--- src/rtl/msf_pkg.sv ---
// Shared MSF frame definitions: FSM states, frame bit positions, time payload.
package msf_pkg;

  typedef enum logic [1:0] {
    HUNT    = 2'd0,
    COLLECT = 2'd1,
    CHECK   = 2'd2
  } state_e;

  // Seconds per frame (excluding the second-0 marker) and bit counter sizing.
  localparam int unsigned FRAME_BITS = 59;
  localparam int unsigned CNT_W      = 6;
  localparam int unsigned CNT_MAX    = 63;

  // A-bit field positions, MSB first.
  localparam int unsigned YEAR_MSB   = 17;
  localparam int unsigned YEAR_LSB   = 24;
  localparam int unsigned MONTH_MSB  = 25;
  localparam int unsigned MONTH_LSB  = 29;
  localparam int unsigned DAY_MSB    = 30;
  localparam int unsigned DAY_LSB    = 35;
  localparam int unsigned DOW_MSB    = 36;
  localparam int unsigned DOW_LSB    = 38;
  localparam int unsigned HOUR_MSB   = 39;
  localparam int unsigned HOUR_LSB   = 44;
  localparam int unsigned MIN_MSB    = 45;
  localparam int unsigned MIN_LSB    = 51;
  localparam int unsigned MARKER_MSB = 52;
  localparam int unsigned MARKER_LSB = 59;

  // B-bit parity positions.
  localparam int unsigned PAR_YEAR   = 54;
  localparam int unsigned PAR_DATE   = 55;
  localparam int unsigned PAR_DOW    = 56;
  localparam int unsigned PAR_HM     = 57;

  localparam logic [7:0] MARKER_PATTERN = 8'b0111_1110;

  // BCD date/time payload handed to the counter bank.
  typedef struct packed {
    logic [3:0] year_h;
    logic [3:0] year_l;
    logic       month_h;
    logic [3:0] month_l;
    logic [1:0] day_h;
    logic [3:0] day_l;
    logic [1:0] hour_h;
    logic [3:0] hour_l;
    logic [2:0] minute_h;
    logic [3:0] minute_l;
  } msf_time_t;

  // 00-01-01 00:00
  localparam msf_time_t TIME_RESET = '{
    year_h:   4'd0, year_l:   4'd0,
    month_h:  1'b0, month_l:  4'd1,
    day_h:    2'd0, day_l:    4'd1,
    hour_h:   2'd0, hour_l:   4'd0,
    minute_h: 3'd0, minute_l: 4'd0
  };

  // XOR of A bits lo..hi inclusive.
  function automatic logic xor_range(input logic [59:1] v,
                                     input int unsigned lo,
                                     input int unsigned hi);
    logic r;
    r = 1'b0;
    for (int i = 1; i <= 59; i++) begin
      if (i >= int'(lo) && i <= int'(hi)) r = r ^ v[i];
    end
    return r;
  endfunction

endpackage

--- src/rtl/msf_frame_check.sv ---
// Combinational frame validator and BCD field extractor.
//   a_i      : A bits of seconds 1..59
//   b_i      : B bits of seconds 54..57 (parity)
//   count_i  : number of symbols received in the frame
//   good_c   : frame passes all enabled checks
//   fields_c : extracted BCD date/time
module msf_frame_check
  import msf_pkg::*;
#(
  parameter bit CHECK_PARITY = 1'b1,
  parameter bit CHECK_MARKER = 1'b1
) (
  input  logic [59:1]      a_i,
  input  logic [57:54]     b_i,
  input  logic [CNT_W-1:0] count_i,
  output logic             good_c,
  output msf_time_t        fields_c
);

  logic       len_ok;
  logic       marker_ok;
  logic       parity_ok;
  logic       nibble_ok;
  logic       range_ok;
  logic [7:0] marker_bits;
  logic       unused_a;

  // Seconds 1..16 carry DUT1/unused data not needed here.
  assign unused_a = ^a_i[16:1];

  // Field extraction, transmitted MSB first.
  always_comb begin
    fields_c          = TIME_RESET;
    fields_c.year_h   = {a_i[YEAR_MSB],   a_i[YEAR_MSB+1], a_i[YEAR_MSB+2], a_i[YEAR_MSB+3]};
    fields_c.year_l   = {a_i[YEAR_MSB+4], a_i[YEAR_MSB+5], a_i[YEAR_MSB+6], a_i[YEAR_LSB]};
    fields_c.month_h  = a_i[MONTH_MSB];
    fields_c.month_l  = {a_i[MONTH_MSB+1], a_i[MONTH_MSB+2], a_i[MONTH_MSB+3], a_i[MONTH_LSB]};
    fields_c.day_h    = {a_i[DAY_MSB], a_i[DAY_MSB+1]};
    fields_c.day_l    = {a_i[DAY_MSB+2], a_i[DAY_MSB+3], a_i[DAY_MSB+4], a_i[DAY_LSB]};
    fields_c.hour_h   = {a_i[HOUR_MSB], a_i[HOUR_MSB+1]};
    fields_c.hour_l   = {a_i[HOUR_MSB+2], a_i[HOUR_MSB+3], a_i[HOUR_MSB+4], a_i[HOUR_LSB]};
    fields_c.minute_h = {a_i[MIN_MSB], a_i[MIN_MSB+1], a_i[MIN_MSB+2]};
    fields_c.minute_l = {a_i[MIN_MSB+3], a_i[MIN_MSB+4], a_i[MIN_MSB+5], a_i[MIN_LSB]};
  end

  // Marker bits 52..59, first-received bit as MSB.
  always_comb begin
    marker_bits = '0;
    for (int i = 0; i < 8; i++) begin
      marker_bits[7-i] = a_i[MARKER_MSB+i];
    end
  end

  assign len_ok    = (count_i == CNT_W'(FRAME_BITS));
  assign marker_ok = (marker_bits == MARKER_PATTERN);

  // Each group plus its B bit must hold an odd number of ones.
  assign parity_ok = (xor_range(a_i, YEAR_MSB, YEAR_LSB) ^ b_i[PAR_YEAR]) &&
                     (xor_range(a_i, MONTH_MSB, DAY_LSB) ^ b_i[PAR_DATE]) &&
                     (xor_range(a_i, DOW_MSB, DOW_LSB)   ^ b_i[PAR_DOW])  &&
                     (xor_range(a_i, HOUR_MSB, MIN_LSB)  ^ b_i[PAR_HM]);

  assign nibble_ok = (fields_c.year_h  <= 4'd9) && (fields_c.year_l   <= 4'd9) &&
                     (fields_c.month_l <= 4'd9) && (fields_c.day_l    <= 4'd9) &&
                     (fields_c.hour_l  <= 4'd9) && (fields_c.minute_l <= 4'd9);

  // Decimal ranges evaluated directly on the BCD digits.
  always_comb begin
    logic month_ok;
    logic day_ok;
    logic hour_ok;
    logic minute_ok;
    month_ok  = fields_c.month_h ? (fields_c.month_l <= 4'd2) : (fields_c.month_l != 4'd0);
    day_ok    = 1'b1;
    if (fields_c.day_h == 2'd0)      day_ok = (fields_c.day_l != 4'd0);
    else if (fields_c.day_h == 2'd3) day_ok = (fields_c.day_l <= 4'd1);
    hour_ok   = (fields_c.hour_h <= 2'd1) ||
                ((fields_c.hour_h == 2'd2) && (fields_c.hour_l <= 4'd3));
    minute_ok = (fields_c.minute_h <= 3'd5);
    range_ok  = month_ok && day_ok && hour_ok && minute_ok;
  end

  assign good_c = len_ok &&
                  (!CHECK_MARKER || marker_ok) &&
                  (!CHECK_PARITY || parity_ok) &&
                  nibble_ok && range_ok;

endmodule

--- src/rtl/msf_frame_decoder.sv ---
// Assembles MSF per-second symbols into a 60 s frame and emits verified BCD time.
//   clk_i, rst_ni        : clock, async active-low reset
//   bit_valid_i/a/b      : symbol strobe and A/B bits for seconds 1..59
//   minute_mark_i        : second-0 marker strobe
//   load_o               : one-cycle strobe, fields hold a verified frame
//   *_h_o / *_l_o        : BCD year, month, day, hour, minute, second (second tied 0)
//   synced_o             : a marker has been seen since reset
//   frame_err_o          : one-cycle strobe, frame rejected
module msf_frame_decoder
  import msf_pkg::*;
#(
  parameter bit CHECK_PARITY = 1'b1,
  parameter bit CHECK_MARKER = 1'b1
) (
  input  logic       clk_i,
  input  logic       rst_ni,
  input  logic       bit_valid_i,
  input  logic       bit_a_i,
  input  logic       bit_b_i,
  input  logic       minute_mark_i,
  output logic       load_o,
  output logic [3:0] year_h_o,
  output logic [3:0] year_l_o,
  output logic       month_h_o,
  output logic [3:0] month_l_o,
  output logic [1:0] day_h_o,
  output logic [3:0] day_l_o,
  output logic [1:0] hour_h_o,
  output logic [3:0] hour_l_o,
  output logic [2:0] minute_h_o,
  output logic [3:0] minute_l_o,
  output logic [2:0] second_h_o,
  output logic [3:0] second_l_o,
  output logic       synced_o,
  output logic       frame_err_o
);

  state_e           state_q, state_d;
  logic [CNT_W-1:0] count_q, count_d;
  logic [59:1]      a_q, a_d;
  logic [57:54]     b_q, b_d;
  logic             synced_q, synced_d;
  logic             load_q, load_d;
  logic             frame_err_q, frame_err_d;
  msf_time_t        fields_q, fields_d;

  logic             good_c;
  msf_time_t        fields_c;

  msf_frame_check #(
    .CHECK_PARITY (CHECK_PARITY),
    .CHECK_MARKER (CHECK_MARKER)
  ) u_check (
    .a_i      (a_q),
    .b_i      (b_q),
    .count_i  (count_q),
    .good_c   (good_c),
    .fields_c (fields_c)
  );

  // State and frame storage registers.
  always_ff @(posedge clk_i or negedge rst_ni) begin
    if (!rst_ni) begin
      state_q     <= HUNT;
      count_q     <= '0;
      a_q         <= '0;
      b_q         <= '0;
      synced_q    <= 1'b0;
      load_q      <= 1'b0;
      frame_err_q <= 1'b0;
      fields_q    <= TIME_RESET;
    end else begin
      state_q     <= state_d;
      count_q     <= count_d;
      a_q         <= a_d;
      b_q         <= b_d;
      synced_q    <= synced_d;
      load_q      <= load_d;
      frame_err_q <= frame_err_d;
      fields_q    <= fields_d;
    end
  end

  // Next-state, symbol capture and result strobes.
  always_comb begin
    state_d     = state_q;
    count_d     = count_q;
    a_d         = a_q;
    b_d         = b_q;
    synced_d    = synced_q;
    load_d      = 1'b0;
    frame_err_d = 1'b0;
    fields_d    = fields_q;

    unique case (state_q)
      HUNT: begin
        if (minute_mark_i) begin
          state_d  = COLLECT;
          count_d  = '0;
          a_d      = '0;
          b_d      = '0;
          synced_d = 1'b1;
        end
      end

      COLLECT: begin
        // Marker takes priority over a coincident symbol.
        if (minute_mark_i) begin
          state_d = CHECK;
        end else if (bit_valid_i) begin
          // Symbol for second count+1; symbols past 59 only bump the count.
          for (int i = 1; i <= 59; i++) begin
            if (count_q == CNT_W'(i - 1)) a_d[i] = bit_a_i;
          end
          for (int i = 54; i <= 57; i++) begin
            if (count_q == CNT_W'(i - 1)) b_d[i] = bit_b_i;
          end
          if (count_q != CNT_W'(CNT_MAX)) count_d = count_q + CNT_W'(1);
        end
      end

      CHECK: begin
        state_d     = COLLECT;
        count_d     = '0;
        a_d         = '0;
        b_d         = '0;
        load_d      = good_c;
        frame_err_d = !good_c;
        if (good_c) fields_d = fields_c;
      end

      default: begin
        state_d = HUNT;
      end
    endcase
  end

  assign load_o      = load_q;
  assign frame_err_o = frame_err_q;
  assign synced_o    = synced_q;
  assign year_h_o    = fields_q.year_h;
  assign year_l_o    = fields_q.year_l;
  assign month_h_o   = fields_q.month_h;
  assign month_l_o   = fields_q.month_l;
  assign day_h_o     = fields_q.day_h;
  assign day_l_o     = fields_q.day_l;
  assign hour_h_o    = fields_q.hour_h;
  assign hour_l_o    = fields_q.hour_l;
  assign minute_h_o  = fields_q.minute_h;
  assign minute_l_o  = fields_q.minute_l;
  assign second_h_o  = 3'd0;
  assign second_l_o  = 4'd0;

endmodule

--- config.mk ---
export PLATFORM = sky130hd
export DESIGN_NAME = msf_frame_decoder
export DESIGN_NICKNAME = d
export VERILOG_FILES = /design/src/rtl/msf_pkg.sv /design/src/rtl/msf_frame_check.sv /design/src/rtl/msf_frame_decoder.sv
export SDC_FILE = /design/constraint.sdc
export NUM_CORES = 1
export LEC_CHECK = 0
export BUFFER_PORTS_ARGS = -buffer_cell sky130_fd_sc_hd__buf_2
export CAP_MARGIN = 20
export CORE_UTILIZATION = 30
export CTS_CLUSTER_DIAMETER = 150
export CTS_CLUSTER_SIZE = 20
export DETAILED_ROUTE_END_ITERATION = 7
export PLACE_DENSITY = 0.44
export SETUP_SLACK_MARGIN = 0.05
export SYNTH_ARGS = -nofsm -noshare
export SYNTH_HDL_FRONTEND = slang
export SYNTH_SLANG_ARGS = --single-unit
--- constraint.sdc ---
create_clock -name clk_i -period 3.2 [get_ports clk_i]
set_clock_uncertainty 0.1 [all_clocks]
set_input_delay 0.16 -clock clk_i [delete_from_list [all_inputs] [get_ports clk_i]]
set_output_delay 0.16 -clock clk_i [all_outputs]
set_load 0.005 [all_outputs]
==> results.json, run 1 <==
{
  "crit_required_ps": 3330,
  "ir_worst_vdd_uv": 583,
  "drv_slew": 0,
  "rsz0062_at_grt": "false",
  "dieArea_um2": 15900,
  "p_leak_nw": 2.45,
  "synth_edf_count": 0,
  "seq_area_um2": 2250,
  "first_iter_violations": 303,
  "avgViaCountPerCell": 5.21,
  "timing.rr.start": "count_q[3]$_DFFE_PN0P_",
  "synth_mux_area_frac": 0.102,
  "grt_pass1_vias": 3325,
  "die_w_um": 126,
  "finalPower_w": 0.00306,
  "overflow": 0,
  "ys_ff_latch": 90,
  "slowest_delay_ps": 540,
  "numClockSinks": 90,
  "synth_area_um2": 4620,
  "synth_compound_area_frac": 0.186,
  "path_cells": "nor2b_4 > nand2_1 > a2111oi_1 > nand4_1 > nor3_4 > buf_12 > mux2_2",
  "fillers": 1499,
  "vias": 3430,
  "cap_violations": 0,
  "num_io_pins": 48,
  "ys_seq_area_frac": 0.488,
  "final_nets": 483,
  "clk_latency_ps": 350,
  "worst_pin_slew_ps": 722,
  "port-buffer-count": 40,
  "postSynthCellCount": 426,
  "grt_pass1_wl_um": 19400,
  "first_pass_iters": 5,
  "initial_core_util": 0.313,
  "setup_violations": 0,
  "hold_path_class": "primary input to flip-flop",
  "relSlewSlack": 0.518,
  "power_density_nw_per_um2": 574,
  "dp_hpwl_um": 8600,
  "yosys.area_share.simple": 0.0805,
  "synth_top_family_by_area": "compound AO/OA/AOI/OAI gates",
  "arrival_ps": 2800,
  "period_share": 0.832,
  "synth_area_per_cell_um2": 10.8,
  "cp_num_buf_inv": 1,
  "layout_min_cycle_time_ps": 2660,
  "fmax_mhz": 375,
  "cts_resized": 0,
  "post_cts_buffers": 0,
  "core_area_um2": 14800,
  "yosysWarnings": 0,
  "postRouteAntennaNets": 0,
  "synth_fa_ha_area_frac": 0.0217,
  "outcome": "finished clean",
  "path_delay_family": "simple AND/OR/NAND/NOR gates",
  "final_cell_mix": "o21ai_0, dfrtp_1, buf_2",
  "hold_viol_final": 0,
  "cts_tree": "yes",
  "clkTransAtPathRegs_ps": 60,
  "cts_buffer_depth": 2,
  "antenna_found_initial": 0,
  "end_kind": "flip-flop",
  "startpoint_type": "flip-flop",
  "root_buffer": "clkbuf_16",
  "route.detailed.drc": 0,
  "htree_levels": 3,
  "synth_ff_type": "dfrtp_1",
  "crit_path_max_fanout": 32,
  "wirelength_um": 12200,
  "synth_xor_area_frac": 0.0726,
  "setup_tns_ps": 0,
  "synth.distinct_cells": 48,
  "hold_start": "bit_b_i",
  "crit_path_start": "count_q[3]$_DFFE_PN0P_",
  "num_rows": 44,
  "cts_inserted_buffers": 9,
  "path_class": "flip-flop to flip-flop",
  "cpMaxStageDelayCell": "dfrtp_1",
  "finalWeightedCongestion": 0.807,
  "multiInputGateArea_um2": 2170,
  "n_antenna_cell": 0,
  "drive_gt1_frac": 0.232,
  "async_flop_share": 1.00,
  "grt_max_degree": 43,
  "die_h_um": 126,
  "area_growth_pct": 15.6,
  "track_usage": 0.160,
  "wire_per_inst_um": 18.5
}
## final timing paths
kind	depth (start not counted)	to	slack, ps
max	7	minute_h_o[1]$_DFFE_PN0P_	540
min	2	b_q[56]$_DFFE_PN0P_	30
max reg2reg	7	minute_h_o[1]$_DFFE_PN0P_	540
min reg2reg	1	synced_o$_DFFE_PN0P_	370
max in group asynchronous	3	a_q[37]$_DFFE_PN0P_	2020
min in group asynchronous	2	minute_h_o[1]$_DFFE_PN0P_	230
## power breakdown
| group | total (W) | switching, W | internal [W] |
|---|---|---|---|
| sequential | 0.00123 | 0.0000584 | 0.00117 |
| clock | 0.00105 | 0.000441 | 0.000606 |
| combinational | 0.000790 | 0.000533 | 0.000257 |
## state kept, by name (all words and copies together) (netlist names), 3 cells and up
signal and flops:
a_q 43, count_q 6, b_q 4, day_l_o 4, hour_l_o 4, minute_l_o 4
month_l_o 4, year_h_o 4, year_l_o 4, minute_h_o 3
## cells by family after synthesis
logic type | Yosys count
mux | 32
simple gates | 72
buf+inv | 43
other cells | 1
xor+xnor | 32
flops | 90
fa+ha+maj | 8
compound gates | 148
## metrics by stage
stage / util / std cells / hold WS, ps / setup WS, ps / instance area (um^2)
2_1_floorplan: - / 432 / -236 / 800 / 4640
3_3_place_gp: 0.341 / 640 / 74.4 / 536 / 5030
3_5_place_dp: 0.341 / 640 / 69.2 / 535 / 5030
4_1_cts: 0.362 / 658 / 20.9 / 513 / 5340
5_1_grt: 0.362 / 658 / 35.4 / 300 / 5340
6_report: 0.362 / 658 / 25.3 / 536 / 5340
## area by class of cell
type                       instances  share of cell area
inverter                           9             0.00633
clock inverter                     3             0.00797
sequential                        90               0.422
clock buffer                      13              0.0450
tap                              184              0.0431
timing repair buffer              60              0.0694
multi-input combinational        299               0.406
## repair_timing
| action | in CTS | in global routing |
|---|---|---|
| endpoints found under the hold margin | 38 | 0 |
| hold buffers | 2 | 0 |
| setup endpoints to repair | 0 | 0 |
## per-layer routing
| metal | track usage | up-vias | share of wire |
|---|---|---|---|
| met5 | 0 | - | 0 |
| met4 | 0.0510 | 0 | 0.016 |
| met3 | 0.0348 | 15 | 0.038 |
| met2 | 0.246 | 90 | 0.46 |
| met1 | 0.223 | 1722 | 0.49 |
| li1 | - | 1603 | - |
## Yosys cell counts, types with 2 or more instances
cell type	number	area [um^2]
and4b_1	2	20.0
a21o_1	2	15.0
mux2_2	2	22.5
a22o_1	5	43.8
a32o_1	4	40.0
nand4_1	3	18.8
nand2_1	26	97.6
mux2_4	30	450
a21oi_1	8	40.0
nor2_1	17	63.8
buf_6	4	45.0
xor2_1	2	17.5
nand3_1	3	15.0
clkbuf_1	21	78.8
buf_4	8	60.1
dfrtp_1	88	2200
inv_1	9	33.8
xnor2_1	26	228
xnor3_1	4	90.1
ha_1	8	100
and3_1	2	12.5
nor3_1	3	15.0
a31oi_1	31	194
and2_1	2	12.5
dfstp_2	2	52.6
o21ai_0	88	440
nand2b_1	2	12.5
nor2b_1	4	25.0
(Power assumes the default switching activity.)
==> run 2, diff against run 1 <==
PLACE_DENSITY = 0.46   (was 0.44)
clock period = 2.16 ns   (was 3.2 ns; I/O delays follow)
==> run 2 against run 1 <==
  * The flow now finishes with violations (negative setup slack)
  * Maximum frequency is 8.1% higher
  * Non-clock buffer count is 64 higher
  * Register-to-register slack worse by 840 ps
  * First-iteration DRC count fell by 18%
  * Power increased by 61%
  * Global-route usage increased by 1.2 points
  * Die area unchanged
  * Sequential share of layout area down 4.9 points
  * Flip-flop and latch count did not move
  * Utilization is 4.8 points higher
  * Sequential power rose by 45%
  * Worst hold slack better by 78 ps
  * Critical path type unchanged
  * Critical endpoint is now year_l_o[3]$_DFFE_PN0P_
==> results.json, run 2 (synthesized netlist as in run 1, its figures left out) <==
{
  "antenna_found_initial": 0,
  "vias": 3700,
  "wirelength_um": 12900,
  "cts_buffer_depth": 2,
  "arrival_ps": 2600,
  "crit_required_ps": 2290,
  "final_nets": 547,
  "sw_frac_of_total": 0.330,
  "relSlewSlack": 0.638,
  "grt_pass1_vias": 3664,
  "largest-register": "a_q",
  "hold_viol_final": 0,
  "n_antenna_cell": 0,
  "first_pass_iters": 5,
  "dp_hpwl_um": 9110,
  "seq_power_share": 0.362,
  "num_rows": 44,
  "cap_violations": 0,
  "crit_path_max_fanout": 7,
  "hold_path_class": "primary input to flip-flop",
  "root_buffer": "clkbuf_16",
  "die_w_um": 126,
  "rsz0062_at_grt": "true",
  "port-buffer-count": 40,
  "first_iter_violations": 249,
  "path_class": "flip-flop to flip-flop",
  "postRouteAntennaNets": 0,
  "power.net_switching_w": 0.00163,
  "area_growth_pct": 30.8,
  "ir_worst_vdd_uv": 405,
  "wire_per_inst_um": 17.9,
  "period_share": 1.14,
  "clkTransAtPathRegs_ps": 60,
  "startpoint_type": "flip-flop",
  "violations": "negative setup slack",
  "avgViaCountPerCell": 5.12,
  "seq_area_um2": 2250,
  "numClockSinks": 90,
  "p_int_w": 0.00330,
  "clkPwrFrac": 0.360,
  "p_comb_frac": 0.278,
  "grt_pass1_wl_um": 20600,
  "hold_slack_ps": 103,
  "cts_tree": "yes",
  "p_leak_nw": 2.87,
  "track_usage": 0.172,
  "initial_core_util": 0.313,
  "fin_ws_ps": -305,
  "worst_pin_slew_ps": 542,
  "power_density_nw_per_um2": 816,
  "final_cell_mix": "dfrtp_1, o21ai_0, buf_4",
  "layout_min_cycle_time_ps": 2460,
  "htree_levels": 3,
  "dieArea_um2": 15900,
  "setup_violations": 32,
  "finalWeightedCongestion": 0.841,
  "cts_inserted_buffers": 9,
  "top_regs": "a_q x43, count_q x6",
  "multiInputGateArea_um2": 2250,
  "die_h_um": 126,
  "num_io_pins": 48,
  "setup_tns_ps": -8890,
  "fmax_mhz": 406,
  "core_area_um2": 14800,
  "grt_max_degree": 43,
  "route.detailed.drc": 0,
  "fillers": 1429,
  "drive_gt1_frac": 0.349,
  "final_common_cell": "dfrtp_1",
  "overflow": 0,
  "outcome": "finished, violations left",
  "drv_slew": 0,
  "clk_latency_ps": 350,
  "end_kind": "flip-flop",
  "largest_reg_flops": 43
}
run 2: path summary, 6_finish.rpt:
| path | startpoint | to | slack (ps) | depth (start not counted) |
|---|---|---|---|---|
| min | bit_a_i | a_q[32]$_DFFE_PN0P_ | 100 | 4 |
| max in group asynchronous | rst_ni | year_l_o[3]$_DFFE_PN0P_ | 1100 | 3 |
| max reg2reg | a_q[26]$_DFFE_PN0P_ | year_l_o[3]$_DFFE_PN0P_ | -300 | 8 |
| min reg2reg | synced_o$_DFFE_PN0P_ | synced_o$_DFFE_PN0P_ | 350 | 1 |
| min in group asynchronous | rst_ni | minute_h_o[1]$_DFFE_PN0P_ | 180 | 2 |
| max | a_q[26]$_DFFE_PN0P_ | year_l_o[3]$_DFFE_PN0P_ | -300 | 8 |
run 2: final cells by class:
class,instances,area share
Clock buffer,11,0.0418
Sequential cell,90,0.373
Timing Repair Buffer,124,0.155
Multi-Input combinational cell,299,0.372
Inverter,9,0.00559
Tap cell,184,0.0381
Clock inverter,5,0.0141
run 2: power by group through the flow:
| stage | logic, W | clock network (W) | registers (W) |
|---|---|---|---|
| after floorplan | 0.000806 | 0 | 0.00181 |
| after global placement | 0.00132 | 0 | 0.00182 |
| after detailed placement | 0.00133 | 0 | 0.00182 |
| after CTS | 0.00134 | 0.00182 | 0.00179 |
| after global routing | 0.00149 | 0.00188 | 0.00179 |
| final | 0.00137 | 0.00177 | 0.00178 |
run 2: what timing repair did:
action / 4_1_cts / 5_1_grt
resized for setup: 7 / 13
cloned: 2 / 1
buffers inserted: 2 / 0
hold buffers: 3 / 0
hold endpoints to repair: 43 / 0
endpoints found under the setup margin: 34 / 66
pin swaps: 7 / 4
run 2: routing by layer:
layer / vias to the layer above / track usage / routed length [um]
li1: 1744 / - / -
met3: 24 / 0.0327 / 697
met5: - / 0 / 0
met4: 0 / 0.0893 / 350
met1: 1818 / 0.233 / 5920
met2: 114 / 0.260 / 5970
run 2: through the flow:
stage,cell area [um^2],utilization,instances,setup slack [ps],power [W]
after floorplan,4640,-,432,-196,0.00262
after global placement,5480,0.372,698,-469,0.00314
after detailed placement,5480,0.372,698,-478,0.00315
after CTS,5940,0.403,721,-378,0.00495
after global routing,6040,0.409,722,-436,0.00516
final,6040,0.409,722,-305,0.00493
run 2: critical path: stages, from the launching register on:
cell and delay, ps:
dfrtp_1 430, a211o_1 280, a22o_1 250, nor4_1 270
nand4_1 200, nor3_4 200, buf_6 170, buf_12 140
mux2_4 300
==> run 3, diff against run 2 <==
PLACE_DENSITY = 0.44   (was 0.46)
SYNTH_HIERARCHICAL = 1   (was unset)
clock period = 3.06 ns   (was 2.16 ns; I/O delays follow)
==> run 3 against run 2 <==
  * The flow now finishes without violations
  * Wire length is 3.9% higher
  * Critical endpoint is now minute_h_o[1]$_DFFE_PN0P_
  * Setup slack better by 690 ps
  * Cell count down 2.9%
  * Via count is 1.0% higher
  * Largest cell class is now multi-input gates
  * Sequential share of layout area is 3.5 points higher
  * Worst hold slack got worse by 79 ps
  * Utilization decreased by 7.6 points
  * Area after synthesis up 11%
  * Clock-buffer cell count decreased by 1
  * Combinational power up 47%
==> results.json, run 3 <==
{
  "outcome": "finished clean",
  "crit_required_ps": 3190,
  "crit_path_max_fanout": 22,
  "wire_per_inst_um": 19.2,
  "finalPower_w": 0.00510,
  "sw_frac_of_total": 0.401,
  "postPlaceCellArea_um2": 5220,
  "p_int_w": 0.00306,
  "first_pass_iters": 4,
  "drive_gt1_frac": 0.225,
  "postSynthCellCount": 493,
  "n_antenna_cell": 0,
  "core_area_um2": 16600,
  "final_cell_mix": "dfrtp_1, o211ai_1, nand3_1",
  "grt_pass1_vias": 3633,
  "antenna_found_initial": 0,
  "final_nets": 490,
  "synth_area_per_cell_um2": 10.4,
  "top_regs": "a_q x43, count_q x6",
  "hold_path_class": "primary input to flip-flop",
  "hold_viol_final": 0,
  "synth_area_um2": 5110,
  "fillers": 1714,
  "relSlewSlack": 0.385,
  "grt_max_degree": 91,
  "htree_levels": 3,
  "track_usage": 0.162,
  "power_density_nw_per_um2": 923,
  "port-buffer-count": 40,
  "clkPwrFrac": 0.225,
  "avgViaCountPerCell": 5.33,
  "root_buffer": "clkbuf_16",
  "dp_hpwl_um": 8860,
  "end_kind": "flip-flop",
  "ir_worst_vdd_uv": 359,
  "clkTransAtPathRegs_ps": 70,
  "cap_violations": 0,
  "rsz0062_at_grt": "false",
  "arrival_ps": 2800,
  "worst_pin_slew_ps": 920,
  "numClockSinks": 90,
  "cts_buffer_depth": 2,
  "num_rows": 47,
  "p_leak_nw": 2.34,
  "dieArea_um2": 17600,
  "finalWeightedCongestion": 0.831,
  "final_cell_area_um2": 5530,
  "clk_latency_ps": 350,
  "die_h_um": 133,
  "largest-register": "a_q",
  "yosysWarnings": 6,
  "largest_reg_flops": 43,
  "p_comb_frac": 0.394,
  "final_common_cell": "dfrtp_1",
  "hold_slack_ps": 24.2,
  "layout_min_cycle_time_ps": 2670,
  "postRouteAntennaNets": 0,
  "die_w_um": 133,
  "power.net_switching_w": 0.00205,
  "setup_violations": 0,
  "vias": 3738,
  "initial_core_util": 0.308,
  "setup_tns_ps": 0,
  "startpoint_type": "flip-flop",
  "path_class": "flip-flop to flip-flop",
  "cts_tree": "yes",
  "route.detailed.drc": 0,
  "area_growth_pct": 8.13,
  "wirelength_um": 13400,
  "seq_power_share": 0.381,
  "grt_pass1_wl_um": 21700,
  "overflow": 0,
  "drv_slew": 0,
  "fmax_mhz": 374,
  "period_share": 0.873,
  "num_io_pins": 48,
  "cts_inserted_buffers": 9,
  "first_iter_violations": 305
}
==> run 3: worst paths after layout <==
path                                      start                        end  slack (ps)  cells past startpoint
setup / recovery            a_q[18]$_DFFE_PN0P_  minute_h_o[1]$_DFFE_PN0P_         390                     10
hold / removal                          bit_a_i        a_q[32]$_DFFE_PN0P_          20                      3
setup reg to reg            a_q[18]$_DFFE_PN0P_  minute_h_o[1]$_DFFE_PN0P_         390                     10
hold reg to reg            synced_o$_DFFE_PN0P_       synced_o$_DFFE_PN0P_         350                      1
max in group asynchronous                rst_ni   month_l_o[0]$_DFFE_PN1P_        2190                      3
min in group asynchronous                rst_ni    year_l_o[3]$_DFFE_PN0P_         300                      3
==> run 3: timing repair <==
action	in CTS	in global routing
hold buffers	1	0
buffers inserted	0	0
gates resized for setup	0	0
hold endpoints to repair	88	0
==> run 3: area by class of cell <==
| type | count | area (um^2) | share of cell area |
|---|---|---|---|
| multi-input combinational | 311 | 2350 | 0.424 |
| sequential | 90 | 2250 | 0.408 |
| clock inverter | 6 | 72.6 | 0.0131 |
| timing repair buffer | 51 | 300 | 0.0543 |
| clock buffer | 10 | 229 | 0.0414 |
| inverter | 13 | 48.8 | 0.00883 |
| tap | 220 | 275 | 0.0498 |
==> run 3: power by group through the flow <==
stage	combinational (W)	sequential (W)	clock (W)
floorplan	0.00189	0.00179	0
global placement	0.00200	0.00196	0
detailed placement	0.00202	0.00197	0
CTS	0.00203	0.00195	0.00119
global route	0.00221	0.00201	0.00125
finish	0.00201	0.00194	0.00115
==> run 3: through the flow <==
step                utilization  setup WS (ps)  instances
finish                    0.333            388        701
global placement          0.314            530        684
detailed placement        0.314            379        684
floorplan                     -            594        499
global route              0.333            233        701
CTS                       0.333            359        701
==> run 3: worst max-delay path: stages, from the launching register on <==
cell and delay (ps):
dfrtp_1 410, inv_1 70, ha_1 280, xnor2_1 210, xnor2_1 160, xnor2_1 150
nand4_1 120, nor4_2 340, nand3b_1 160, buf_4 260, mux2_2 300
==> run 3: per-layer routing <==
layer / track usage / wire [um] / share of wire / vias to the layer above
met5: 0 / 0 / 0 / -
met4: 0.0447 / 170 / 0.013 / 0
met3: 0.0375 / 563 / 0.042 / 9
met2: 0.249 / 6160 / 0.46 / 86
met1: 0.227 / 6550 / 0.49 / 1904
li1: - / - / - / 1739
